===== src/rtl/serial_add_pkg.sv =====
// Shared types for the bit-serial add/subtract controller.
// State encoding is fixed so that downstream debug taps can decode it.
package serial_add_pkg;

    localparam int ST_W = 2;

    typedef enum logic [ST_W-1:0] {
        IDLE = 2'd0,
        RUN  = 2'd1,
        DONE = 2'd2
    } state_t;

endpackage


===== src/rtl/fa_cell.sv =====
// Combinational full adder assembled from two half-adder stages and a carry OR.
module fa_cell (
    input  logic x,
    input  logic y,
    input  logic cin,
    output logic s,
    output logic co
);

    logic hs1_s;
    logic hs1_c;
    logic hs2_c;

    assign hs1_s = x ^ y;
    assign hs1_c = x & y;

    assign s     = hs1_s ^ cin;
    assign hs2_c = hs1_s & cin;

    assign co    = hs1_c | hs2_c;

endmodule


===== src/rtl/serial_add_ctrl.sv =====
// Bit-serial add/subtract controller: one shared full-adder cell, one operand bit
// per clock, LSB first, with a one-cycle done pulse when the result is complete.
//
//   state | meaning
//   IDLE  | waiting for start; ready high
//   RUN   | one bit-step per clock, counter 0..WIDTH-1; busy high
//   DONE  | result valid, done pulse; a new start is accepted here too
module serial_add_ctrl
    import serial_add_pkg::*;
#(
    parameter  int WIDTH = 8,
    localparam int CNT_W = $clog2(WIDTH)
) (
    input  logic             clk,
    input  logic             rst_n,
    input  logic             start,
    input  logic             sub,
    input  logic [WIDTH-1:0] a,
    input  logic [WIDTH-1:0] b,
    output logic             ready,
    output logic             busy,
    output logic             done,
    output logic [WIDTH-1:0] sum,
    output logic             cout
);

    localparam logic [CNT_W-1:0] LAST_CNT = CNT_W'(WIDTH - 1);

    state_t state_q;
    state_t state_nxt;

    logic             load;
    logic             step;
    logic             last_step;

    logic [WIDTH-1:0] a_sh;
    logic [WIDTH-1:0] b_sh;
    logic [WIDTH-1:0] sum_q;
    logic [CNT_W-1:0] cnt_q;
    logic             sub_q;
    logic             carry_q;
    logic             cout_q;

    logic             bit_b;
    logic             fa_s;
    logic             fa_co;

    always_ff @(posedge clk) begin
        if (!rst_n) begin
            state_q <= IDLE;
        end else begin
            state_q <= state_nxt;
        end
    end

    always_comb begin
        state_nxt = state_q;
        load      = 1'b0;
        step      = 1'b0;
        last_step = 1'b0;
        case (state_q)
            IDLE: begin
                if (start) begin
                    load      = 1'b1;
                    state_nxt = RUN;
                end
            end
            RUN: begin
                step = 1'b1;
                if (cnt_q == LAST_CNT) begin
                    last_step = 1'b1;
                    state_nxt = DONE;
                end
            end
            DONE: begin
                // Back-to-back request: skip IDLE entirely.
                if (start) begin
                    load      = 1'b1;
                    state_nxt = RUN;
                end else begin
                    state_nxt = IDLE;
                end
            end
            default: begin
                state_nxt = IDLE;
            end
        endcase
    end

    // Subtraction is A + ~B + 1: invert B per bit and seed the carry with sub.
    assign bit_b = b_sh[0] ^ sub_q;

    fa_cell u_fa (
        .x   (a_sh[0]),
        .y   (bit_b),
        .cin (carry_q),
        .s   (fa_s),
        .co  (fa_co)
    );

    always_ff @(posedge clk) begin
        if (!rst_n) begin
            a_sh    <= '0;
            b_sh    <= '0;
            sum_q   <= '0;
            cnt_q   <= '0;
            sub_q   <= 1'b0;
            carry_q <= 1'b0;
            cout_q  <= 1'b0;
        end else if (load) begin
            a_sh    <= a;
            b_sh    <= b;
            sub_q   <= sub;
            carry_q <= sub;
            cnt_q   <= '0;
        end else if (step) begin
            sum_q   <= {fa_s, sum_q[WIDTH-1:1]};
            a_sh    <= a_sh >> 1;
            b_sh    <= b_sh >> 1;
            carry_q <= fa_co;
            if (last_step) begin
                cout_q <= fa_co;
                cnt_q  <= '0;
            end else begin
                cnt_q  <= cnt_q + CNT_W'(1);
            end
        end
    end

    assign ready = (state_q == IDLE) || (state_q == DONE);
    assign busy  = (state_q == RUN);
    assign done  = (state_q == DONE);
    assign sum   = sum_q;
    assign cout  = cout_q;

endmodule

===== config.mk =====
export PLATFORM = sky130hd
export DESIGN_NAME = serial_add_ctrl
export DESIGN_NICKNAME = d
export VERILOG_FILES = /design/src/rtl/serial_add_pkg.sv /design/src/rtl/fa_cell.sv /design/src/rtl/serial_add_ctrl.sv
export SDC_FILE = /design/constraint.sdc
export NUM_CORES = 1
export LEC_CHECK = 0
export ABC_AREA = 1
export CAP_MARGIN = 30
export CORE_MARGIN = 2
export CORE_UTILIZATION = 40
export CTS_BUF_LIST = sky130_fd_sc_hd__clkbuf_4 sky130_fd_sc_hd__clkbuf_8
export DETAILED_ROUTE_END_ITERATION = 10
export GPL_ROUTABILITY_DRIVEN = 1
export PLACE_DENSITY_LB_ADDON = 0.08
export SLEW_MARGIN = 40
export SYNTH_ARGS = -nofsm -noshare
export SYNTH_HDL_FRONTEND = slang
export SYNTH_SLANG_ARGS = --single-unit

===== constraint.sdc =====
create_clock -name clk -period 2.4 [get_ports clk]
set_clock_uncertainty 0.1 [all_clocks]
set_input_delay 0.24 -clock clk [delete_from_list [all_inputs] [get_ports clk]]
set_output_delay 0.24 -clock clk [all_outputs]
set_load 0.02 [all_outputs]

==> out/qor.csv, run 1 <==
stage;metric;value;unit
grt;grt_max_degree;27;
critical_path;cp.depth;3;
critical_path;cp_max_fo;8;
layout;register_area;641;um2
power_and_ir_drop;combPwrFrac;18.4;%
place;dpl.hpwl;2130;um
synth;syn-num-nets;229;
critical_path;end_kind;output pin;
synth;ys.flop_type;dfxtp_1;
synth;synth_cells;206;
floorplanning;die_h;65.1;um
sta;tns;0;ps
sta;rsz0062_at_grt;false;
synth;ys_async_sr_fraction;0;%
layout;n_antenna_cell;0;
critical_path;cp_top_family;buffers and inverters;
worst_hold_path;min_from;cout$_SDFFE_PN0P_;
critical_path;setup.worst_path.end;busy;
floorplanning;start_util;41.2;%
place;placed_area;0.00181;mm2
detailed_routing;dr.pass1.iters;4;
power_and_ir_drop;seqPwrFrac;46.8;%
power_and_ir_drop;netSwitchingFraction;27.1;%
power_and_ir_drop;p_int;0.000937;W
layout;final_cell_mix;nor2_1 (41), nand2_1 (40), dfxtp_1 (32);
grt;grt_use_total;15.3;%
sta;hold_ws;368;ps
clock_network;cts_sinks;32;
critical_path;max_stage_delay;630;ps
grt;grt_remaining_overflow;0;
critical_path;start_kind;flop;
place;dp.cells;279;
synth;synth_warnings;0;
place;gp_congestion;0.759;
layout;layout-drive-gt1-share;9.62;%
critical_path;crit_type;flop to output pin;
sta;worst_slack;371;ps
sta;fmax;0.493;GHz
critical_path;cpMaxStageDelayCell;dfxtp_1;
synth;synth_enable_flop_cells;0;
floorplanning;ioPinCount;32;
sta;finalMaxSlewViolations;0;
critical_path;critPathArrivalTime;1690;ps
layout;layout_commonest_cell;nor2_1;
synth;yosys_register_bits;32;
run;maxCapViolations;0;
power_and_ir_drop;p_per_area;673;mW/mm2
grt;antenna_found_initial;0;
detailed_routing;drc;0;
clock_network;cts_htree_levels;2;
clock_network;clockBufferDepth;2;
layout;area_delta_synth_final;27.8;%
clock_network;cts_setup_buffers;0;
floorplanning;rows;22;
critical_path;worstPathCellList;inv_6, nor2_4, clkdlybuf4s50_1;
floorplanning;dieArea;0.00424;mm2
synth;syn-cell-area;0.00150;mm2
layout;finalInstanceArea;0.00191;mm2
critical_path;reg2reg_from;state_q[0]$_SDFFE_PN0P_;
layout;multi_input_area;666;um2
clock_network;holdBufCountCts;0;
critical_path;reg2reg_depth;7;
clock_network;clk_latency;280;ps
critical_path;required;2060;ps
grt;grt_pass1_wl;4930;um
synth;ys_types;26;
power_and_ir_drop;ir_drop;0.000386;V
detailed_routing;antenna_left;0;
critical_path;r2r_setup_slack;800;ps
detailed_routing;drt-initial-drc-count;82;
detailed_routing;vias;1303;
worst_hold_path;hold_path_class;flop to flop;
place;port_buffers;31;
sta;hold_viol_final;0;
power_and_ir_drop;p_leak;0.878;nW
outcome;outcome;complete, no violations;
synth;yosysSeqAreaShare;42.8;%
critical_path;startpoint;state_q[0]$_SDFFE_PN0P_;
sta;min_period_over_period;84.5;%
critical_path;r2r-end;a_sh[4]$_SDFFE_PN0P_;
floorplanning;coreArea;0.00363;mm2
power_and_ir_drop;clkPwrFrac;34.9;%
sta;setup_viol;0;
clock_network;ctsResizeCount;0;
grt;grt_pass1_vias;1114;
floorplanning;die_w;65.1;um
layout;num-fill-cells;395;
place;pre_cts_slack;673;ps
detailed_routing;viasPerCell;4.54;
layout;finalNonFillerCells;287;
clock_network;cts_root_buf;clkbuf_8;
layout;layout.nets;261;
power_and_ir_drop;p_switching;0.000349;W
detailed_routing;wire_per_inst;10.5;um
clock_network;cts_made_buffers;5;
clock_network;path_clk_slew;60;ps
sta;slew_headroom;67.3;%
clock_network;cts_tree;done;
detailed_routing;drt_wl_total;3010;um
critical_path;path_buf_inv;2;
synth;synth_area_per_cell;7.26;um2
sta;fin_crit;2030;ps
sta;worst_pin_slew;490;ps
[tightest hold or removal path, delay by kind of cell, from the launching register on]
kind	cells	cell delay (ps)
flip-flops	1	310
AND/OR/NAND/NOR	2	120
[how the worst min path moves through the flow]
stage,endpoint,depth (start not counted)
floorplan,b_sh[7]$_SDFFE_PN0P_,2
global placement,cnt_q[1]$_SDFFE_PP0P_,2
detailed placement,cout$_SDFFE_PN0P_,2
CTS,cout$_SDFFE_PN0P_,2
global route,cout$_SDFFE_PN0P_,2
finish,cout$_SDFFE_PN0P_,2
[sequential cells by signal, indices dropped and copies added (netlist names)]
name	flops
b_sh	8
cnt_q	3
sum	8
carry_q	1
state_q	2
a_sh	8
sub_q	1
cout	1
[per-layer routing]
metal | part of all wire, % | vias to the layer above | track usage (%)
li1 | - | 697 | -
met5 | 0 | - | 0
met3 | 5.7 | 7 | 4.28
met2 | 43 | 38 | 23.1
met1 | 49 | 561 | 20.3
met4 | 2.2 | 0 | 7.03
[kinds of logic after synthesis]
| family | after synthesis | share of synthesized area (%) |
|---|---|---|
| xor+xnor | 1 | 0.586 |
| buf+inv | 39 | 12.6 |
| fa+ha+maj | 3 | 3.01 |
| compound gates | 30 | 11.0 |
| flops | 32 | 42.8 |
| simple gates | 101 | 30.0 |
[through the flow]
step | utilization, % | total power (W)
2_1_floorplan | - | 0.000771
3_3_place_gp | 49.9 | 0.000850
3_5_place_dp | 49.9 | 0.000852
4_1_cts | 52.6 | 0.00130
5_1_grt | 52.6 | 0.00135
6_report | 52.6 | 0.00129
[power by group through the flow]
stage / registers (W) / logic [W] / clock network [W]
after floorplan: 0.000618 / 0.000153 / 0
final: 0.000602 / 0.000236 / 0.000448
after global placement: 0.000613 / 0.000238 / 0
after detailed placement: 0.000613 / 0.000239 / 0
after CTS: 0.000601 / 0.000239 / 0.000458
after global routing: 0.000606 / 0.000267 / 0.000477
[cells in the mapped netlist, types with 2 or more instances]
library cell   n  area share [%]
a21oi_1        9             3.0
buf_4          2             1.0
buf_6          4             3.0
dfxtp_1       32              43
ha_1           2             1.7
inv_1         26             6.5
inv_2          3            0.75
nand2_1       40              10
nand2_2        3             1.3
nand2_4        2             1.5
nand3_1       12             4.0
nor2_1        41              10
nor2_4         2             1.5
o21ai_0       10             3.3
o21ai_1        7             2.3
[layout make-up]
class / count / area share [%]
flip-flops and latches: 32 / 33.5
multi-input cells: 135 / 34.8
inverters: 31 / 6.35
well taps: 48 / 3.14
repair buffers: 33 / 17.0
clock buffers: 8 / 5.11
Note: power is estimated with default switching activity, not from simulation.
==> inputs of run 2 (changes only) <==
==> constraint.sdc (replaced) <==
create_clock -name clk -period 1.7 [get_ports clk]
set_clock_uncertainty 0.1 [all_clocks]
set_input_delay 0.17 -clock clk [delete_from_list [all_inputs] [get_ports clk]]
set_output_delay 0.17 -clock clk [all_outputs]
set_load 0.02 [all_outputs]
==> run 2 against run 1 <==
  * Via count increased by 0.31%
  * Combinational power rose by 46%
  * First-iteration DRC count is 54% lower
  * Sequential cell count unchanged
  * Core utilization grew 0.59 points
  * Final cell count increased by 1.0%
  * Critical path depth down 1
  * Worst setup slack got worse by 260 ps
  * Sequential share of layout area down 0.30 points
  * Sequential power grew 40%
  * Die area did not move
  * Highest routed layer unchanged
==> out/qor.csv, run 2 (synthesis gave the netlist of run 1 again) <==
stage;metric;value;unit;change
clock_network;cts_setup_buffers;0;;unchanged
layout;n_antenna_cell;0;;unchanged
clock_network;cts_htree_levels;2;;unchanged
place;dpl.hpwl;2150;um;was 2130 um
place;port_buffers;31;;unchanged
clock_network;holdBufCountCts;0;;unchanged
detailed_routing;dr.pass1.iters;4;;unchanged
floorplanning;ioPinCount;32;;unchanged
critical_path;critPathArrivalTime;1320;ps;was 1690 ps
clock_network;cts_tree;done;;unchanged
grt;grt_use_total;15.5;%;was 15.3%
detailed_routing;drc;0;;unchanged
detailed_routing;antenna_left;0;;unchanged
clock_network;clockBufferDepth;2;;unchanged
power_and_ir_drop;p_leak;0.901;nW;was 0.878 nW
outcome;outcome;complete, no violations;;unchanged
floorplanning;die_h;65.1;um;unchanged
place;placed_area;0.00184;mm2;was 0.00181 mm2
worst_hold_path;hold_path_class;flop to flop;;unchanged
detailed_routing;drt_wl_total;3010;um;about the same
detailed_routing;wire_per_inst;10.4;um;was 10.5 um
critical_path;crit_type;flop to output pin;;unchanged
place;gp_congestion;0.719;;was 0.759
critical_path;cp_max_fo;4;;was 8
layout;layout.nets;264;;was 261
critical_path;start_kind;flop;;unchanged
sta;fin_crit;1590;ps;
clock_network;ctsResizeCount;3;;was 0
grt;antenna_found_initial;0;;unchanged
run;maxCapViolations;0;;unchanged
clock_network;cts_sinks;32;;unchanged
sta;worst_pin_slew;276;ps;was 490 ps
floorplanning;coreArea;0.00363;mm2;unchanged
sta;fmax;0.629;GHz;
sta;hold_ws;371;ps;was 368 ps
grt;grt_pass1_vias;1150;;was 1,114
grt;grt_pass1_wl;4950;um;was 4930 um
layout;final_cell_mix;nor2_1 (41), nand2_1 (40), dfxtp_1 (31);;was nor2_1 (41), nand2_1 (40), dfxtp_1 (32)
power_and_ir_drop;ir_drop;0.000443;V;was 0.000386 V
sta;setup_viol;0;;unchanged
layout;layout-drive-gt1-share;11.2;%;was 9.62%
critical_path;required;1430;ps;was 2060 ps
sta;rsz0062_at_grt;false;;unchanged
clock_network;cts_root_buf;clkbuf_8;;unchanged
detailed_routing;viasPerCell;4.51;;was 4.54
clock_network;clk_latency;280;ps;about the same
layout;finalInstanceArea;0.00193;mm2;was 0.00191 mm2
sta;tns;0;ps;unchanged
layout;layout_commonest_cell;nor2_1;;unchanged
floorplanning;rows;22;;unchanged
power_and_ir_drop;p_per_area;941;mW/mm2;was 673 mW/mm2
detailed_routing;vias;1307;;was 1,303
sta;hold_viol_final;0;;unchanged
grt;grt_remaining_overflow;0;;unchanged
floorplanning;start_util;41.2;%;unchanged
sta;finalMaxSlewViolations;0;;unchanged
layout;area_delta_synth_final;29.2;%;was 27.8%
sta;slew_headroom;81.6;%;was 67.3%
floorplanning;dieArea;0.00424;mm2;unchanged
critical_path;end_kind;output pin;;unchanged
grt;grt_max_degree;27;;unchanged
floorplanning;die_w;65.1;um;unchanged
clock_network;cts_made_buffers;5;;unchanged
sta;min_period_over_period;93.5;%;
detailed_routing;drt-initial-drc-count;38;;was 82
power_and_ir_drop;p_total;0.00182;W;was 0.00129 W
clock_network;path_clk_slew;60;ps;about the same
-- run 2: cell count changes in the layout (fill, tap and decap cells not counted) --
cell / previous run / this run
buf_4: 2 / 5
clkdlybuf4s50_1: 31 / 29
dlygate4sd2_1: 0 / 2
dfxtp_1: 32 / 31
dfxtp_2: 0 / 1
-- run 2: cell type report --
class                   count  area (um2)
clock buffers               8        97.6
fillers                   381        1700
inverters                  31         121
multi-input cells         135         666
flip-flops and latches     32         642
well taps                  48        60.1
repair buffers             36         345
-- run 2: through the flow --
stage / utilization, % / instances / setup WS (ps)
after global placement: 50.5 / 282 / 150
final: 53.2 / 290 / 111
after detailed placement: 50.5 / 282 / 113
after global routing: 53.2 / 290 / 61.2
after floorplan: - / 206 / 497
after CTS: 53.2 / 290 / 101
-- run 2: path summary, 6_finish.rpt --
kind	startpoint	endpoint	slack [ps]	cells after the start
min reg2reg	cnt_q[1]$_SDFFE_PP0P_	cnt_q[1]$_SDFFE_PP0P_	370	2
max	state_q[0]$_SDFFE_PN0P_	ready	110	2
max reg2reg	state_q[0]$_SDFFE_PN0P_	a_sh[3]$_SDFFE_PN0P_	270	7
min	cnt_q[1]$_SDFFE_PP0P_	cnt_q[1]$_SDFFE_PP0P_	370	2
-- run 2: critical path: stages (launching register included) --
cell,delay (ps)
dfxtp_2,360
inv_6,80
clkdlybuf4s50_1,590
-- run 2: metal layers --
metal | global-route usage [%] | vias up | wire length [um]
met1 | 19.3 | 575 | 1500
li1 | - | 702 | -
met5 | 0 | - | 0
met3 | 6.68 | 4 | 150
met2 | 23.8 | 26 | 1320
met4 | 5.47 | 0 | 40
-- run 2: where the power goes --
| group | leakage (nW) | internal [W] | total [W] | switching (W) |
|---|---|---|---|---|
| Clock | 0.0523 | 0.000362 | 0.000631 | 0.000269 |
| Combinational | 0.585 | 0.000156 | 0.000344 | 0.000188 |
| Sequential | 0.264 | 0.000811 | 0.000844 | 0.0000330 |
==> inputs of run 3 (changes only) <==
--- a/config.mk
+++ b/config.mk
@@ -8,7 +8,7 @@
 export ABC_AREA = 1
 export CAP_MARGIN = 30
 export CORE_MARGIN = 2
-export CORE_UTILIZATION = 40
+export CORE_UTILIZATION = 45
 export CTS_BUF_LIST = sky130_fd_sc_hd__clkbuf_4 sky130_fd_sc_hd__clkbuf_8
 export DETAILED_ROUTE_END_ITERATION = 10
 export GPL_ROUTABILITY_DRIVEN = 1
==> run 3 against run 2 <==
  * Sequential cell count unchanged
  * Count of clock-buffer cells in the layout shrank 2
  * Largest power group unchanged
  * Worst setup slack worse by 39 ps
  * Critical path type unchanged
  * Register-to-register slack is essentially flat
  * Global-route usage grew 3.8 points
  * Critical endpoint is now sum[7]
  * Sequential power hardly changed
==> out/qor.csv, run 3 (synthesis gave the netlist of run 1 again) <==
stage;metric;value;unit;change
clock_network;path_clk_slew;100;ps;was 60 ps
detailed_routing;drt_wl_total;3090;um;was 3010 um
layout;n_antenna_cell;0;;unchanged
clock_network;clk_latency;340;ps;was 280 ps
layout;area_delta_synth_final;27.0;%;was 29.2%
grt;grt_use_total;19.3;%;was 15.5%
sta;tns;0;ps;unchanged
run;maxCapViolations;0;;unchanged
sta;min_period_over_period;95.8;%;was 93.5%
grt;grt_pass1_vias;1226;;was 1,150
floorplanning;ioPinCount;32;;unchanged
sta;setup_viol;0;;unchanged
layout;final_cell_mix;nor2_1 (41), nand2_1 (40), dfxtp_1 (32);;was nor2_1 (41), nand2_1 (40), dfxtp_1 (31)
layout;layout-drive-gt1-share;10.4;%;was 11.2%
sta;finalMaxSlewViolations;0;;unchanged
power_and_ir_drop;p_per_area;935;mW/mm2;was 941 mW/mm2
worst_hold_path;hold_path_class;primary input to flop;;was flop to flop
clock_network;cts_setup_buffers;0;;unchanged
critical_path;start_kind;flop;;unchanged
detailed_routing;antenna_left;0;;unchanged
critical_path;max_stage_delay;620;ps;was 590 ps
floorplanning;die_h;61.6;um;was 65.1 um
sta;fin_crit;1630;ps;was 1590 ps
critical_path;crit_type;flop to output pin;;unchanged
grt;antenna_found_initial;0;;unchanged
place;dp.cells;277;;was 282
power_and_ir_drop;p_total;0.00178;W;was 0.00182 W
power_and_ir_drop;combPwrFrac;19.3;%;was 18.9%
place;dpl.hpwl;2230;um;was 2150 um
critical_path;cp_max_fo;3;;was 4
detailed_routing;viasPerCell;4.70;;was 4.51
detailed_routing;drt-initial-drc-count;65;;was 38
floorplanning;rows;20;;was 22
layout;finalNonFillerCells;285;;was 290
sta;hold_viol_final;0;;unchanged
sta;hold_ws;338;ps;was 371 ps
sta;slew_headroom;82.0;%;was 81.6%
power_and_ir_drop;netSwitchingFraction;27.5;%;was 27.0%
critical_path;end_kind;output pin;;unchanged
clock_network;cts_root_buf;clkbuf_4;;was clkbuf_8
sta;rsz0062_at_grt;false;;unchanged
place;pre_cts_slack;129;ps;was 113 ps
grt;grt_max_degree;27;;unchanged
outcome;outcome;complete, no violations;;unchanged
floorplanning;start_util;48.2;%;was 41.2%
power_and_ir_drop;p_int;0.00129;W;was 0.00133 W
detailed_routing;dr.pass1.iters;4;;unchanged
sta;fmax;0.614;GHz;was 0.629 GHz
layout;layout.nets;263;;was 264
clock_network;clockBufferDepth;2;;unchanged
power_and_ir_drop;clkPwrFrac;33.1;%;was 34.7%
layout;layout_commonest_cell;nor2_1;;unchanged
place;port_buffers;31;;unchanged
critical_path;worstPathCellList;clkdlybuf4s50_1;;was inv_6, clkdlybuf4s50_1
clock_network;cts_made_buffers;5;;unchanged
critical_path;cp_top_family;buffers and inverters;;unchanged
floorplanning;coreArea;0.00310;mm2;was 0.00363 mm2
floorplanning;die_w;61.6;um;was 65.1 um
power_and_ir_drop;ir_drop;0.000546;V;was 0.000443 V
critical_path;required;1430;ps;about the same
power_and_ir_drop;seqPwrFrac;47.7;%;was 46.4%
critical_path;path_buf_inv;1;;was 2
place;gp_congestion;0.808;;was 0.719
power_and_ir_drop;p_leak;0.889;nW;was 0.901 nW
clock_network;cts_tree;done;;unchanged
detailed_routing;drc;0;;unchanged
sta;worst_pin_slew;270;ps;was 276 ps
critical_path;cpMaxStageDelayCell;clkdlybuf4s50_1;;unchanged
power_and_ir_drop;p_switching;0.000489;W;was 0.000490 W
grt;grt_remaining_overflow;0;;unchanged
clock_network;cts_htree_levels;2;;unchanged
detailed_routing;wire_per_inst;10.9;um;was 10.4 um
critical_path;critPathArrivalTime;1360;ps;was 1320 ps
detailed_routing;vias;1339;;was 1,307
clock_network;cts_sinks;32;;unchanged
floorplanning;dieArea;0.00380;mm2;was 0.00424 mm2
grt;grt_pass1_wl;5180;um;was 4950 um
sta;worst_slack;71.7;ps;was 111 ps
## run 3: metal layers
layer	share of wire, %	global-route usage, %	routed length, um	vias up
met1	43	21.9	1340	588
met2	48	30.2	1490	39
li1	-	-	-	702
met5	0	0	0	-
met3	4.8	6.09	149	10
met4	3.7	14.3	115	0
## run 3: metrics by stage
step | area (um2) | utilization (%)
after floorplan | 1500 | -
after global placement | 1820 | 58.8
after detailed placement | 1820 | 58.8
after CTS | 1900 | 61.2
after global routing | 1900 | 61.2
final | 1900 | 61.2
## run 3: repair_timing
action,CTS,global route
setup endpoints to repair,3,0
hold buffers,0,0
resized for setup,3,0
## run 3: cell type report
class,count,area [um2]
fillers,313,1200
multi-input cells,135,666
flip-flops and latches,32,641
repair buffers,35,337
inverters,31,121
well taps,44,55.1
clock buffers,6,45.0
clock inverters,2,35.0
## run 3: path summary, 6_finish.rpt
path / from / endpoint / slack [ps] / cells past startpoint
max: sum[7]$_SDFFE_PN0P_ / sum[7] / 70 / 1
min reg2reg: cout$_SDFFE_PN0P_ / cout$_SDFFE_PN0P_ / 370 / 2
max reg2reg: state_q[0]$_SDFFE_PN0P_ / b_sh[1]$_SDFFE_PN0P_ / 260 / 7
min: sub / sub_q$_SDFFE_PN0P_ / 340 / 3
## run 3: power by group through the flow
stage	logic [W]	clock network (W)	registers (W)
detailed placement	0.000346	0	0.000862
finish	0.000342	0.000587	0.000846
floorplan	0.000216	0	0.000872
global placement	0.000340	0	0.000860
CTS	0.000344	0.000599	0.000846
global route	0.000385	0.000639	0.000852
